### config.mk
export PLATFORM = sky130hd
export DESIGN_NAME = inst_fetch_unit
export DESIGN_NICKNAME = d
export VERILOG_FILES = /design/src/rtl/inst_fetch_unit.sv
export SDC_FILE = /design/constraint.sdc
export NUM_CORES = 1
export LEC_CHECK = 0
export ABC_AREA = 1
export CORE_MARGIN = 1
export CORE_UTILIZATION = 30
export CTS_BUF_LIST = sky130_fd_sc_hd__clkbuf_8
export CTS_CLUSTER_SIZE = 20
export DETAILED_ROUTE_END_ITERATION = 7
export SKIP_LAST_GASP = 1
export SLEW_MARGIN = 20
export SYNTH_ARGS = -nofsm -noshare
export SYNTH_HDL_FRONTEND = slang
export SYNTH_SLANG_ARGS = --single-unit
### constraint.sdc
create_clock -name clk -period 1.77 [get_ports clk]
set_clock_uncertainty 0.05 [all_clocks]
set_input_delay 0.354 -clock clk [delete_from_list [all_inputs] [get_ports clk]]
set_output_delay 0.354 -clock clk [all_outputs]
set_load 0.05 [all_outputs]
### src/rtl/inst_fetch_unit.sv
// Instruction fetch sequencer: owns the PC, issues one outstanding word
// request to instruction memory, and hands (pc, inst) pairs to decode
// through a one-entry valid/ready buffer. Redirects may arrive in any state.
module inst_fetch_unit #(
    parameter int unsigned       ADDR_W   = 16,
    parameter int unsigned       DATA_W   = 16,
    parameter logic [ADDR_W-1:0] RESET_PC = '0
) (
    input  logic              clk,
    input  logic              rst,
    output logic              imem_req_valid,
    input  logic              imem_req_ready,
    output logic [ADDR_W-1:0] imem_addr,
    input  logic              imem_resp_valid,
    input  logic [DATA_W-1:0] imem_resp_data,
    output logic              if_valid,
    input  logic              if_ready,
    output logic [DATA_W-1:0] if_inst,
    output logic [ADDR_W-1:0] if_pc,
    input  logic              redirect_valid,
    input  logic [ADDR_W-1:0] redirect_target,
    output logic [15:0]       fetch_count
);

    localparam int unsigned CNT_W = 16;

    typedef enum logic [1:0] {
        ST_REQ  = 2'd0,
        ST_WAIT = 2'd1,
        ST_HOLD = 2'd2
    } state_t;

    state_t            state;
    state_t            state_next;
    logic [ADDR_W-1:0] pc;
    logic [ADDR_W-1:0] pc_next;
    logic              drop;
    logic              drop_next;
    logic [DATA_W-1:0] if_inst_next;
    logic [ADDR_W-1:0] if_pc_next;
    logic [CNT_W-1:0]  count_next;

    // State and datapath registers; reset aborts any in-flight fetch
    always_ff @(posedge clk) begin
        if (rst) begin
            state       <= ST_REQ;
            pc          <= RESET_PC;
            drop        <= 1'b0;
            if_inst     <= '0;
            if_pc       <= '0;
            fetch_count <= '0;
        end else begin
            state       <= state_next;
            pc          <= pc_next;
            drop        <= drop_next;
            if_inst     <= if_inst_next;
            if_pc       <= if_pc_next;
            fetch_count <= count_next;
        end
    end

    // Next-state and datapath update; redirect always reloads the PC
    always_comb begin
        state_next   = state;
        pc_next      = pc;
        drop_next    = drop;
        if_inst_next = if_inst;
        if_pc_next   = if_pc;
        count_next   = fetch_count;
        case (state)
            ST_REQ: begin
                // A handshake coinciding with a redirect is void
                if (redirect_valid) begin
                    pc_next = redirect_target;
                end else if (imem_req_ready) begin
                    state_next = ST_WAIT;
                end
            end
            ST_WAIT: begin
                if (redirect_valid) begin
                    pc_next   = redirect_target;
                    drop_next = 1'b1;
                end
                if (imem_resp_valid) begin
                    if (drop || redirect_valid) begin
                        // Response belongs to the abandoned stream
                        drop_next  = 1'b0;
                        state_next = ST_REQ;
                    end else begin
                        if_inst_next = imem_resp_data;
                        if_pc_next   = pc;
                        state_next   = ST_HOLD;
                    end
                end
            end
            ST_HOLD: begin
                if (redirect_valid) begin
                    pc_next    = redirect_target;
                    state_next = ST_REQ;
                end else if (if_ready) begin
                    count_next = fetch_count + CNT_W'(1);
                    pc_next    = pc + ADDR_W'(1);
                    state_next = ST_REQ;
                end
            end
            default: begin
                state_next = ST_REQ;
            end
        endcase
    end

    // Moore outputs decoded from the registered state
    always_comb begin
        imem_req_valid = (state == ST_REQ);
        if_valid       = (state == ST_HOLD);
        imem_addr      = pc;
    end

endmodule

==> out/metrics.cfg <==
[run_status]
outcome = finished clean

[layout]
drive_gt1_share_pct = 22.75
multi_input_area_um2 = 1574
area_delta_synth_final_pct = 50.12
nNetsFinal = 625
regArea_um2 = 1348
n_antenna_cell = 0
final_common_cell = nand2_1
final_cell_mix = nand2_1, buf_4, nor2_1, dfxtp_1, o21ai_0
instances_no_fill = 722
fillers = 1012

[timing]
rsz0062_at_grt = no
fin_crit_sh_pct = 88.03
fin_setup_tns_ns = 0
setup_violations = 0
hold_viol = 0
max_slew_margin_pct = 82.17
finalMaxSlewViolations = 0
layout_setup_ws_ns = 0.2119
fin_crit_ns = 1.558
fmax_mhz = 641.8
tightest_slew_ns = 0.2654

[detailed_routing]
first_pass_iters = 6
drtAntennaViolNets = 0
totalWireLength_um = 9137
wire_per_inst_um = 12.66
vias_per_cell = 4.612
via_count = 3330
drt-initial-drc-count = 125
drc = 0

[logic_synthesis]
syn_area_per_cell_um2 = 6.902
ys_ff_latch = 67
synth.distinct_cells = 29
yosys_most_used_dff = dfxtp_1
synthesis.nets = 495
synthArstFlopShare_pct = 0
syn_area_um2 = 3141
syn_inst = 455
synth_edf_count = 0
yosysWarningCount = 0
ys_seq_area_share_pct = 42.71

[global_routing]
antenna_found_initial = 0
grt_pass1_vias = 3125
grt_max_degree = 35
grt_pass1_wl_um = 14970
grt-ovfl-total = 0
grt_util_all_layers_pct = 17.12

[pwr]
total_power_w = 0.003496
power_density_nw_per_um2 = 741.5
vdd_drop_max_uv = 304.5
p_leak_nw = 1.928

[die]
dieArea_um2 = 10880
die_height_um = 104.3
start_util_pct = 31.55
rows = 36
core_um2 = 9955
io_pins = 104
fp.dieW_um = 104.3

[worst_setup_path]
reg2reg_to = fetch_count[10]$_SDFFE_PP0P_
cp.required_ns = 1.95
critical_path_class = flop to flop
timing.rr.start = fetch_count[0]$_SDFFE_PP0P_
worstSetupEndpointType = flop
ff2ff_path_depth = 8
critPathLaunchType = flop
arrival_ns = 1.74
reg2reg_slack_ns = 0.21
crit_fanout = 5

[place]
dp_slack_ns = -0.1164
port_buffers = 103
hpwl_um = 6942
post-place-cells = 707
place_congestion = 0.8309

[clock_network]
clockBufferDepth = 2
clock-sinks = 67
tritoncts = built
cts_made_buffers = 9
insertion_delay_ns = 0.34
path_clk_slew_ns = 0.08
cts-htree-levels = 3
cts-root-buf = clkbuf_8

[run]
drv_cap = 0

[worst_hold_path]
hold_depth = 1
min_to = fetch_count[3]$_SDFFE_PP0P_
min_path_type = flop to flop
hp-start = fetch_count[3]$_SDFFE_PP0P_

-- worst max-delay path by stage --
stage / startpoint / endpoint / slack, ns
after detailed placement: redirect_valid / imem_addr[11]$_SDFFE_PP0P_ / -0.12
after global routing: state[1]$_SDFFE_PP0P_ / fetch_count[9]$_SDFFE_PP0P_ / 0.04
after global placement: redirect_valid / imem_addr[7]$_SDFFE_PP0P_ / -0.09
after CTS: fetch_count[0]$_SDFFE_PP0P_ / fetch_count[12]$_SDFFE_PP0P_ / 0.14
final: fetch_count[0]$_SDFFE_PP0P_ / fetch_count[10]$_SDFFE_PP0P_ / 0.21
after floorplan: fetch_count[0]$_SDFFE_PP0P_ / fetch_count[10]$_SDFFE_PP0P_ / 0.006
-- power by group --
| part | internal (W) | switching [W] | total (W) |
|---|---|---|---|
| clock network | 0.000718 | 0.000599 | 0.00132 |
| registers | 0.00155 | 0.0000453 | 0.00160 |
| logic | 0.000253 | 0.000327 | 0.000581 |
-- worst max-delay path, cell delays in order, from the launching register on --
cell     delay [ns]
dfxtp_2        0.38
ha_1           0.17
nand2_1        0.09
nor3_2         0.21
nand2_1        0.11
nor2_1         0.15
nand2_1        0.09
o21ai_0        0.15
nor2_1         0.05
-- Yosys cell counts (all sizes together), types with 3 or more instances --
cell type | instances | share of area [%]
dfxtp | 67 | 43
clkbuf | 7 | 0.84
o21a | 9 | 2.2
o21ai | 52 | 8.3
nand2 | 93 | 11
nand4 | 8 | 1.6
a21oi | 36 | 5.7
buf | 10 | 1.8
inv | 39 | 4.7
a211oi | 3 | 0.72
xor2 | 3 | 0.84
a31oi | 3 | 0.60
nor2 | 88 | 11
nand3b | 4 | 0.96
nand3 | 23 | 3.7
-- cell families after synthesis --
group                      after synthesis  synth area share [%]
adders and majority gates                2                0.7967
and+or+nand+nor                        221                 30.08
AOI/OAI and AO/OA                      105                 17.97
buffers and inverters                   56                 7.331
xor gates and xnor gates                 4                 1.116
DFF                                     67                 42.71
-- per-stage QoR --
step	utilization, %	instance area [µm²]	hold slack, ns
2_1_floorplan	-	3147	0.3825
3_3_place_gp	45.29	4508	0.3978
3_5_place_dp	45.29	4508	0.4032
4_1_cts	47.31	4710	0.4148
5_1_grt	47.36	4715	0.4401
6_report	47.36	4715	0.4124
-- flip-flops by register name, summed over array words and instances, names as in the netlist --
name / count
fetch_count: 16
if_inst: 16
if_pc: 16
imem_addr: 16
state: 2
drop: 1
-- routing by layer --
metal	GRT usage [%]	share of wire, %	vias to the layer above
met5	0	0	-
met2	27.25	45	83
met1	22.86	48	1489
li1	-	-	1744
met3	3.133	4.5	14
met4	6.531	1.8	0
-- layout make-up --
| type | instances | share of cell area (%) |
|---|---|---|
| clock buffer | 11 | 3.211 |
| inverter | 39 | 3.158 |
| clock inverter | 4 | 1.062 |
| sequential | 67 | 28.58 |
| timing repair buffer | 136 | 27.07 |
| tap | 133 | 3.530 |
| multi-input combinational | 332 | 33.39 |
-- timing repair --
| action | CTS | global route |
|---|---|---|
| setup endpoints to repair | 0 | 2 |
| setup buffers | 0 | 0 |
| gates resized for setup | 0 | 1 |
| hold buffers | 0 | 0 |
No activity file was read; power rests on OpenSTA's default activity.
==> RTL change, RTL diff (config.mk and constraints unchanged) <==
Encoding of `state_t`: now one-hot (3 bits for 3 states).
--- a/src/rtl/inst_fetch_unit.sv
+++ b/src/rtl/inst_fetch_unit.sv
@@ -24,10 +24,10 @@
 
     localparam int unsigned CNT_W = 16;
 
-    typedef enum logic [1:0] {
-        ST_REQ  = 2'd0,
-        ST_WAIT = 2'd1,
-        ST_HOLD = 2'd2
+    typedef enum logic [2:0] {
+        ST_REQ  = 3'b001,
+        ST_WAIT = 3'b010,
+        ST_HOLD = 3'b100
     } state_t;
 
     state_t            state;
Behaviour: same outputs for any inputs over 10 cycles, from zero or initial values and one cycle with rst high; not proved beyond that.
==> RTL change against the unedited design <==
- area after synthesis increased by 3.4%
- die area increased by 3.4%
- wire length increased by 0.79%
- setup slack got worse by 76 ps
- sequential share of layout area increased by 0.28 points
- core utilization decreased by 1.9 points
- count of clock-buffer cells in the layout decreased by 1
- non-clock buffer count decreased by 10
- design area increased by 0.40%
- sequential cell count increased by 1
- largest cell class unchanged
Power is not compared: it rests on default switching activity, and its combinational part moved more than twofold at a synthesized area within 25%.
==> RTL change: results (changes against the unedited design) <==
gp_congestion: 0.835  # +0.49%
fillers: 1035  # +2.3%
synth_fa_ha_area_share_pct: 0.770  # -0.026 points
dp.cells: 728  # +3.0%
drt_iter0_markers: 156  # +25%
firstDrtPassIters: 4  # -2
wl_met1_um: 4340  # -2.0%
path_max_fanout: 4  # -1
wl_per_cell_um: 12.4  # -2.2%
gr-usage-all-layers_pct: 17.1  # -0.034 points
grt_pass1_wl_um: 15200  # +1.3%
drive_gt1_share_pct: 20.1  # -2.7 points
pre_cts_ws_ps: -176  # -59.6 ps
synth_xor_area_share_pct: 1.08  # -0.037 points
slew_headroom_pct: 72.5  # -9.7 points
synth_cell_types: 32  # +10%
placed_area_um2: 4480  # -0.64%
wl_met2_um: 4100  # -0.46%
finalNonFillerCells: 744  # +3.0%
outcome: "finished clean"
hpwl_um: 6780  # -2.3%
synth_mux_area_share_pct: 0.308  # +0.31 points
grt_max_degree: 39  # +11%
fin_nets: 643  # +2.9%
synth_fp_nets: 525  # +6.1%
yosysSeqAreaShare_pct: 41.9  # -0.80 points
finalCritPeriodShare_pct: 92.3  # +4.3 points
==> RTL change: critical path: stages (launching register included) <==
cell and delay (ps):
dfxtp_1 360, inv_2 80, nand3_1 100, inv_1 180, buf_12 160
==> RTL change: final timing paths <==
path	startpoint	end	slack, ps	depth (start not counted)
worst max-delay path	state[2]$_SDFFE_PP0P_	imem_req_valid	140	4
worst min register to register	drop$_SDFFE_PP0N_	drop$_SDFFE_PP0N_	430	2
worst max register to register	imem_addr[0]$_SDFFE_PP0P_	imem_addr[8]$_SDFFE_PP0P_	170	6
worst min-delay path	drop$_SDFFE_PP0N_	drop$_SDFFE_PP0N_	430	2
==> RTL change: repair_timing <==
action,in CTS,in global routing
endpoints found under the setup margin,0,1
hold buffers,0,0
resized for setup,0,1
==> RTL change: layout make-up <==
type	instances	share of cell area, %
clock buffers	10	2.91
clock inverters	6	2.35
inverters	55	4.36
multi-input cells	343	33.6
flip-flops and latches	68	28.9
well taps	136	3.60
repair buffers	126	24.3
